### src/rtl/vga_pkg.sv
// Shared constants and types for the VGA pixel path.
// Pixels are 15-bit RGB {R[14:10],G[9:5],B[4:0]}, and two of them pack into one
// 30-bit word, first pixel in the low half.
package vga_pkg;

    localparam int RGB_W      = 15;
    localparam int WORD_W     = 2 * RGB_W;
    localparam int FIFO_DEPTH = 16;
    localparam int PTR_W      = 4;
    localparam int CNT_W      = PTR_W + 1;

    // Colour field positions inside an RGB pixel
    localparam int R_MSB = 14;
    localparam int R_LSB = 10;
    localparam int G_MSB = 9;
    localparam int G_LSB = 5;
    localparam int B_MSB = 4;
    localparam int B_LSB = 0;

    typedef logic [RGB_W-1:0]  rgb_t;
    typedef logic [WORD_W-1:0] word_t;
    typedef logic [PTR_W-1:0]  ptr_t;
    typedef logic [CNT_W-1:0]  cnt_t;

    localparam cnt_t COUNT_FULL = cnt_t'(FIFO_DEPTH);

    // Second pixel goes to the upper half so the first one is scanned out first
    function automatic word_t pack_pair(input rgb_t second, input rgb_t first);
        return {second, first};
    endfunction

    // Select the lower (hi=0) or upper (hi=1) pixel of a packed word
    function automatic rgb_t unpack_half(input word_t w, input logic hi);
        return hi ? w[WORD_W-1:RGB_W] : w[RGB_W-1:0];
    endfunction

endpackage

### src/rtl/dpram_16x30bit.sv
// 16 x 30-bit dual-port distributed RAM.
// Port A writes synchronously and has an asynchronous read; port B is read-only
// with an asynchronous read. No reset on the storage: contents are only
// observed after being written.
module dpram_16x30bit
    import vga_pkg::*;
(
    input  logic  clk,
    input  logic  a_we,
    input  ptr_t  a_addr,
    input  word_t a_wdata,
    output word_t a_rdata,
    input  ptr_t  b_addr,
    output word_t b_rdata
);

    word_t mem [FIFO_DEPTH];

    // Port A write
    always_ff @(posedge clk) begin
        if (a_we) begin
            mem[a_addr] <= a_wdata;
        end
    end

    assign a_rdata = mem[a_addr];
    assign b_rdata = mem[b_addr];

endmodule

### src/rtl/vga_pixel_fifo.sv
// Pixel-pair packing FIFO between PPU pixel output and VGA scan-out.
// Two input pixels are packed into one 30-bit word, buffered in a 16-entry RAM,
// and unpacked through a registered word into a 15-bit pixel stream.
// Optional feature macro: VGA_PIXEL_FIFO_UNDERRUN_EN (sticky underrun flag and
// black output while no pixel is valid).
module vga_pixel_fifo
    import vga_pkg::*;
#(
    parameter int AFULL_LEVEL = 12
) (
    input  logic             clk,
    input  logic             rst_n,
    input  logic             flush,
    input  logic [RGB_W-1:0] in_rgb,
    input  logic             in_valid,
    output logic             in_ready,
    output logic [RGB_W-1:0] out_rgb,
    output logic             out_valid,
    input  logic             out_ready,
    output logic [CNT_W-1:0] level,
    output logic             almost_full,
    output logic             underrun
);

    localparam cnt_t AFULL_CNT = cnt_t'(AFULL_LEVEL);

    // Write side state
    logic  phase_reg;
    rgb_t  hold_reg;
    ptr_t  wr_ptr_reg;

    // Read side state
    ptr_t  rd_ptr_reg;
    word_t word_reg;
    logic  word_valid_reg;
    logic  half_reg;

    // Stored word count (RAM only, not the output word register)
    cnt_t  count_reg;

    logic  accept;
    logic  wr_en;
    logic  consume;
    logic  load;
    word_t ram_wdata;
    word_t ram_rdata;
    word_t ram_a_rdata_unused;

    // The held pixel can always be taken; only the completing pixel needs room
    assign in_ready  = !phase_reg || (count_reg != COUNT_FULL);
    assign out_valid = word_valid_reg;

    // flush wins over any handshake in the same cycle
    assign accept  = in_valid && in_ready && !flush;
    assign wr_en   = accept && phase_reg;
    assign consume = word_valid_reg && out_ready && !flush;

    // Refill the output word when empty, or as its last pixel leaves, so a
    // continuous stream has no bubble between words
    assign load = !flush && (count_reg != '0) &&
                  (!word_valid_reg || (consume && half_reg));

    assign ram_wdata = pack_pair(in_rgb, hold_reg);

    dpram_16x30bit u_ram (
        .clk     (clk),
        .a_we    (wr_en),
        .a_addr  (wr_ptr_reg),
        .a_wdata (ram_wdata),
        .a_rdata (ram_a_rdata_unused),
        .b_addr  (rd_ptr_reg),
        .b_rdata (ram_rdata)
    );

    // Write side: hold the first pixel of a pair, write the pair on the second
    always_ff @(posedge clk or negedge rst_n) begin
        if (!rst_n) begin
            phase_reg  <= 1'b0;
            hold_reg   <= '0;
            wr_ptr_reg <= '0;
        end else if (flush) begin
            phase_reg  <= 1'b0;
            wr_ptr_reg <= '0;
        end else if (accept) begin
            if (!phase_reg) begin
                hold_reg  <= in_rgb;
                phase_reg <= 1'b1;
            end else begin
                wr_ptr_reg <= wr_ptr_reg + 1'b1;
                phase_reg  <= 1'b0;
            end
        end
    end

    // Read side: load words from RAM and step through their two halves
    always_ff @(posedge clk or negedge rst_n) begin
        if (!rst_n) begin
            rd_ptr_reg     <= '0;
            word_reg       <= '0;
            word_valid_reg <= 1'b0;
            half_reg       <= 1'b0;
        end else if (flush) begin
            rd_ptr_reg     <= '0;
            word_valid_reg <= 1'b0;
            half_reg       <= 1'b0;
        end else if (load) begin
            word_reg       <= ram_rdata;
            rd_ptr_reg     <= rd_ptr_reg + 1'b1;
            word_valid_reg <= 1'b1;
            half_reg       <= 1'b0;
        end else if (consume) begin
            if (!half_reg) begin
                half_reg <= 1'b1;
            end else begin
                word_valid_reg <= 1'b0;
            end
        end
    end

    // Word count: a write and a load in the same cycle cancel out
    always_ff @(posedge clk or negedge rst_n) begin
        if (!rst_n) begin
            count_reg <= '0;
        end else if (flush) begin
            count_reg <= '0;
        end else begin
            case ({wr_en, load})
                2'b10:   count_reg <= count_reg + 1'b1;
                2'b01:   count_reg <= count_reg - 1'b1;
                default: count_reg <= count_reg;
            endcase
        end
    end

    assign level       = count_reg;
    assign almost_full = (count_reg >= AFULL_CNT);

`ifdef VGA_PIXEL_FIFO_UNDERRUN_EN
    logic armed_reg;
    logic underrun_reg;

    // Underrun only counts once the stream has started; cleared only by flush/reset
    always_ff @(posedge clk or negedge rst_n) begin
        if (!rst_n) begin
            armed_reg    <= 1'b0;
            underrun_reg <= 1'b0;
        end else if (flush) begin
            armed_reg    <= 1'b0;
            underrun_reg <= 1'b0;
        end else begin
            if (consume) begin
                armed_reg <= 1'b1;
            end
            if (armed_reg && out_ready && !word_valid_reg) begin
                underrun_reg <= 1'b1;
            end
        end
    end

    assign underrun = underrun_reg;
    // Show black rather than stale pixels when nothing is valid
    assign out_rgb  = word_valid_reg ? unpack_half(word_reg, half_reg) : '0;
`else
    assign underrun = 1'b0;
    assign out_rgb  = unpack_half(word_reg, half_reg);
`endif

endmodule

### config.mk
export PLATFORM = sky130hd
export DESIGN_NAME = vga_pixel_fifo
export DESIGN_NICKNAME = d
export VERILOG_FILES = /design/src/rtl/vga_pkg.sv /design/src/rtl/dpram_16x30bit.sv /design/src/rtl/vga_pixel_fifo.sv
export SDC_FILE = /design/constraint.sdc
export NUM_CORES = 1
export LEC_CHECK = 0
export BUFFER_PORTS_ARGS = -buffer_cell sky130_fd_sc_hd__buf_4
export CORE_UTILIZATION = 62
export CTS_CLUSTER_SIZE = 25
export DETAILED_ROUTE_END_ITERATION = 6
export PLACE_DENSITY = 0.84
export SYNTH_ARGS = -nofsm -noshare
export SYNTH_HDL_FRONTEND = slang
export SYNTH_SLANG_ARGS = --single-unit
### constraint.sdc
create_clock -name clk -period 6.2 [get_ports clk]
set_input_delay 0.62 -clock clk [delete_from_list [all_inputs] [get_ports clk]]
set_output_delay 0.62 -clock clk [all_outputs]
set_load 0.05 [all_outputs]
# == After elaboration in Yosys (flattened, before gate mapping) ==
# Memory sizes are Yosys's and may differ from the RTL's. A register that Yosys moved wholly into a read port is not among the register bits.
# Index checks and enable logic that the tools add are counted.
# classes
addsub,4
magnitude_cmp,1
eq_ne,3
muxes,20
bitwise_logic,2
reduce_logical,25
# ops
op,count
$mux W4,5
$mux W15,1
$mux W1,12
$pmux W5 S2,1
$reduce_bool A3 Y1,3
$add A4 B1 Y4 const B,2
$logic_and A1 B1 Y1,8
$reduce_and A2 Y1,3
$reduce_bool A2 Y1,3
$add A5 B1 Y5 const B,1
$ge A5 B4 Y1 const B,1
$mux W5,1
$ne A5 B5 Y1 const B,1
$reduce_bool A5 Y1,1
$sub A5 B1 Y5 const B,1
$logic_not A1 Y1,4
$reduce_and A3 Y1,1
$eq A2 B1 Y1 const B,1
$eq A2 B2 Y1 const B,1
$logic_or A1 B1 Y1,2
$not A1 Y1,2
# totals
regBits,31
ramBits,480
in_bits,20
out_inout_bits,24
mem_count,1
# mem_list
name,depth,width,read_ports,rd_ports_with_merged_regs,write_ports,line_no,text
u_ram.mem,16,30,1,1,1,dpram_16x30bit.sv:17,word_t mem [FIFO_DEPTH];

# == Logic depth before layout (Yosys ltp) ==
# logic_depth
word_depth,8
mapped_depth,13

# == By module ==
# From an unflattened synthesis, not the netlist that was laid out.
# hier_totals
hier_cells,1221
hier_area_um2,24399.7
# by_module_without_submodules
mod,n_inst,cells_each,area_each_um2,seq_area_each_um2
dpram_16x30bit,1,1010,21585.7,14413.8
vga_pixel_fifo,1,211,2813.9,1526.5

# == Least setup slack after synthesis ==
# Ideal clock, no wire load.
# synth_path
path_type,register -> register
from,"register count_reg[1], in the netlist level[1]"
to,"memory u_ram.mem[11][0] (netlist name), enable pin"
arrival_ns,4.943
path_slack_ns,0.754
path_stages_with_launch,7
path_buffers,2
period_less_slack_ns,5.446
path_cell_list,dfrtp_1 -> buf_2 -> nor4_4 -> a31oi_1 -> clkbuf_1 -> nand2_1 -> nor4b_1
# synth_between
elab_chain_len,7
# synth_lines
element,line_no,text
"start, declared",vga_pixel_fifo.sv:39,cnt_t count_reg;
"start signal, assigned",vga_pixel_fifo.sv:128,2'b10: count_reg <= count_reg + 1'b1;
"start signal, assigned",vga_pixel_fifo.sv:129,2'b01: count_reg <= count_reg - 1'b1;
"start signal, assigned",vga_pixel_fifo.sv:130,default: count_reg <= count_reg;
$ne A5 B5 Y1,vga_pixel_fifo.sv:50,assign in_ready = !phase_reg || (count_reg != COUNT_FULL);
$logic_or A1 B1 Y1,vga_pixel_fifo.sv:50,
$logic_and A1 B1 Y1 (2 in series),vga_pixel_fifo.sv:54,assign accept = in_valid && in_ready && !flush;
$logic_and A1 B1 Y1,vga_pixel_fifo.sv:55,assign wr_en = accept && phase_reg;
$mux W1,dpram_16x30bit.sv:21,if (a_we) begin
$mux W1 (not written as such),dpram_16x30bit.sv:22,mem[a_addr] <= a_wdata;
"end, declared",dpram_16x30bit.sv:17,
# No other way between the ends.

# == Worst setup path after layout ==
# layout_path
from,register half_reg
to,"register count_reg[4], in the netlist level[4]"
# layout_between
elab_chain_len,6
word_cells_on_any_way,8
classes_between,eq/ne (2); mux (2); reduce/logical (4)
# layout_lines
element,line_no,text
"start, declared",vga_pixel_fifo.sv:36,logic half_reg;
"start signal, assigned",vga_pixel_fifo.sv:101,half_reg <= 1'b0;
"start signal, assigned",vga_pixel_fifo.sv:105,half_reg <= 1'b0;
"start signal, assigned",vga_pixel_fifo.sv:110,half_reg <= 1'b0;
$logic_and A1 B1 Y1 *,vga_pixel_fifo.sv:61,(!word_valid_reg || (consume && half_reg));
$logic_or A1 B1 Y1 *,vga_pixel_fifo.sv:61,
$logic_and A1 B1 Y1 *,vga_pixel_fifo.sv:60,assign load = !flush && (count_reg != '0) &&
$eq A2 B1 Y1 or $eq A2 B2 Y1 (tied branches),vga_pixel_fifo.sv:127,"case ({wr_en, load})"
$pmux W5 S2,vga_pixel_fifo.sv:127,
$mux W5,vga_pixel_fifo.sv:124,end else if (flush) begin
# Every way passes the cells marked *; elsewhere a longest branch is shown, timed or not.
# A chain may end at the register's enable or synchronous reset.

==> run metrics <==
status finished, final reports clean; Hold Vio Cnt, Final 0; Worst setup SP type flip-flop; Setup-failing EPs final 0; row cnt 66; Synth Warn # 0; TritonCTS Buffers 53; adder-cell share of the synthesized area 0.418%; initial DRC count around 1100; Routed Antenna Nets 0; Remaining Overflow, GRT 0; Reg2Reg Setup Slack 2.51 ns; core area 0.0329 sq mm; largest net degree at the start of global routing 70; CP max stage cell dfrtp_1; Mean Syn Cell Area roughly 21 sq um; hold crit path type in -> async; Final min period 3.69 ns; WP data arrival 4.13 ns; Clock power frac 32.7%; Max Freq 271 MHz; I/O Buffers 42; post-synthesis mux area share 17.5%; CTS Root Cell clkbuf_16; DRC Markers 0; compound-cell area share of the yosys netlist 1.87%; CTS Buffer Depth 3; post-synth top area cell edfxtp_1; Post-synth EDFFs 480; Critical Path RT approximately 6.6 ns; Pleak 7.54 nW; Die H 186 um; max FFs per register 480; GP Congestion 0.781; P_sw between 2 and 3 mW; CP peak stage delay just over 1 ns; average wire per standard cell 28.7 um; first-pass GRT wire length 65300 um; reg2reg start half_reg; Max Used Layer met4; Final Cycle Share 59.5%; clk sinks 541; Synth Area in XOR/XNOR less than 1%; Cell Area, Placed 0.0217 sq mm; H-tree depth 2; Synth area leaders edfxtp_1, mux4_2, dfrtp_1; via count 10200; Post-synth ARST share 11.3%; Post-Synth Simple-Gate Area 2.34%; switching share of power 28.1%; final WL 43600 um; Primary FF master, synth edfxtp_1; net count after synthesis 1009; Post-CTS Resized 0; met2 WL 22200 um; Reg clk slew, reported paths 0.06 ns; cell with the most instances after synthesis edfxtp_1; Worst Path Max Fanout 36; Distinct cells, synth 44; Worst-Skew Late Latency 0.57 ns; internal power 6.96 mW; largest family of logic cells by synthesized area multiplexers; sequential share of the synthesized area around three quarters; mapped cell area 0.0209 sq mm; Seq pwr share 46.8%; combinational share of power about a fifth; CTS tree built; R2R depth 9; die area 0.0345 sq mm; Post-Layout Cell Count 1522; Ports 44; critical path capture point type flip-flop; Initial Util 63.7%; DP Cell Count 1423; Via density 6.71; maxcap violations 0; fin. max-slew vios 0; #FFs+latches synth 541; design area 0.0235 sq mm; area grow syn2layout 12.2%; Crit Path Category reg -> reg; die width roughly 190 um; Met1 Wirelength 16800 um; Global Route Usage Sum 26.5%; layout cells sized above 1 28.5%; unrepaired setup endpoints after global routing false; Worst Skew 0.0176 ns; setup_tns 0 ns; Synth top area share roughly 69%; Hold WS 0.205 ns; initial antenna violation count 0; Worst-Margin Slew 1.15 ns; drt pass-1 iters 7; Met3 Wirelength about 3500 um; Slew HR 23.6%; Worst VDD drop 0.000334 V; Cells after Synth 982; PwrDens ~410 mW/mm^2; cts hold-fix bufs 0; CP cell instances a21boi_1 -> a211o_1 -> buf_4 -> or2_1 -> xnor2_1 -> ha_1 -> o31a_1 -> o32ai_2 -> mux2_1; vias in the first global route 10500; capturing point of the worst reg2reg path level[4]; NumNets Final 1063; Post-synth top cells edfxtp_1, mux4_2, dfrtp_1, mux2i_1, nand2_1; setup bufs post-CTS 0; # diodes 0; Final HPWL DP approximately 22000 um
==> logic make-up (layout without fill, tap and decap cells) <==
| logic type | Yosys count | count (layout) |
|---|---|---|
| xor gates and xnor gates | 9 | 9 |
| muxes | 212 | 212 |
| adders and majority gates | 7 | 7 |
| other | 1 | 1 |
| AOI/OAI and AO/OA | 48 | 48 |
| and+or+nand+nor | 100 | 100 |
| DFF | 541 | 541 |
| buffers and inverters | 64 | 162 |
==> stage by stage <==
step	utilization (%)	power (mW)	setup WS, ns
after global placement	66.1	6.48	2.68
after detailed placement	66.1	6.56	2.58
final	71.4	9.68	2.51
after global routing	71.4	10.0	2.37
after CTS	71.4	9.73	2.50
after floorplan	-	5.98	0.754
==> layout by cell type, fill, tap and decap left out, drive strengths merged, types with 2 or more instances in the layout <==
master	count
nor2b	3
o221ai	30
nor2	21
and2	7
mux2i	61
ha	7
bufinv	4
clkbuf	75
xnor2	3
a21oi	5
edfxtp	480
nor4	3
buf	56
mux2	31
clkinv	17
dfrtp	61
nand2	40
nor3	5
nor3b	2
nand3	2
inv	8
mux4	120
a31oi	3
xor2	6
or2	2
o21ai	2
clkinvlp	2
nand4	3
and3	8
==> area by class of cell <==
type,instances,area (sq um)
multi-input cells,377,4770
clock buffers,75,1500
clock inverters,24,239
repair buffers,56,433
inverters,7,26.3
flip-flops and latches,541,16000
well taps,442,553
fillers,1854,9390
==> worst max path at each step <==
stage / from / slack, ns / end / cells past startpoint
6_report: half_reg / 2.51 / level[4] / 9
5_1_grt: half_reg / 2.37 / level[4] / 9
4_1_cts: half_reg / 2.50 / level[4] / 9
3_5_place_dp: half_reg / 2.58 / level[4] / 9
3_3_place_gp: half_reg / 2.68 / level[4] / 9
2_1_floorplan: level[1] / 0.75 / u_ram.mem[11][0] / 6
==> worst max-delay path, delay by kind of cell (launching register included) <==
kind / cells / cell delay (ns)
buffers and inverters: 1 / 0.27
XOR/XNOR: 1 / 0.16
AO/OA/AOI/OAI: 4 / 1.13
AND/OR/NAND/NOR: 1 / 0.38
adder cells (fa/ha/maj): 1 / 0.24
flip-flops: 1 / 1.03
multiplexers: 1 / 0.34
==> routing by layer <==
| layer | vias to the layer above | global-route usage (%) |
|---|---|---|
| li1 | 4158 | - |
| met1 | 5375 | 37.5 |
| met2 | 593 | 43.4 |
| met3 | 84 | 4.11 |
| met4 | 0 | 8.20 |
| met5 | - | 0 |
==> power by group through the flow <==
stage               clock network, mW  logic [mW]  registers [mW]
global placement                    0        1.91            4.57
CTS                              3.19        2.01            4.53
global route                     3.33        2.11            4.56
detailed placement                  0        1.96            4.59
floorplan                           0        1.55            4.43
finish                           3.16        1.99            4.53
Power figures use the tool's default switching activity.
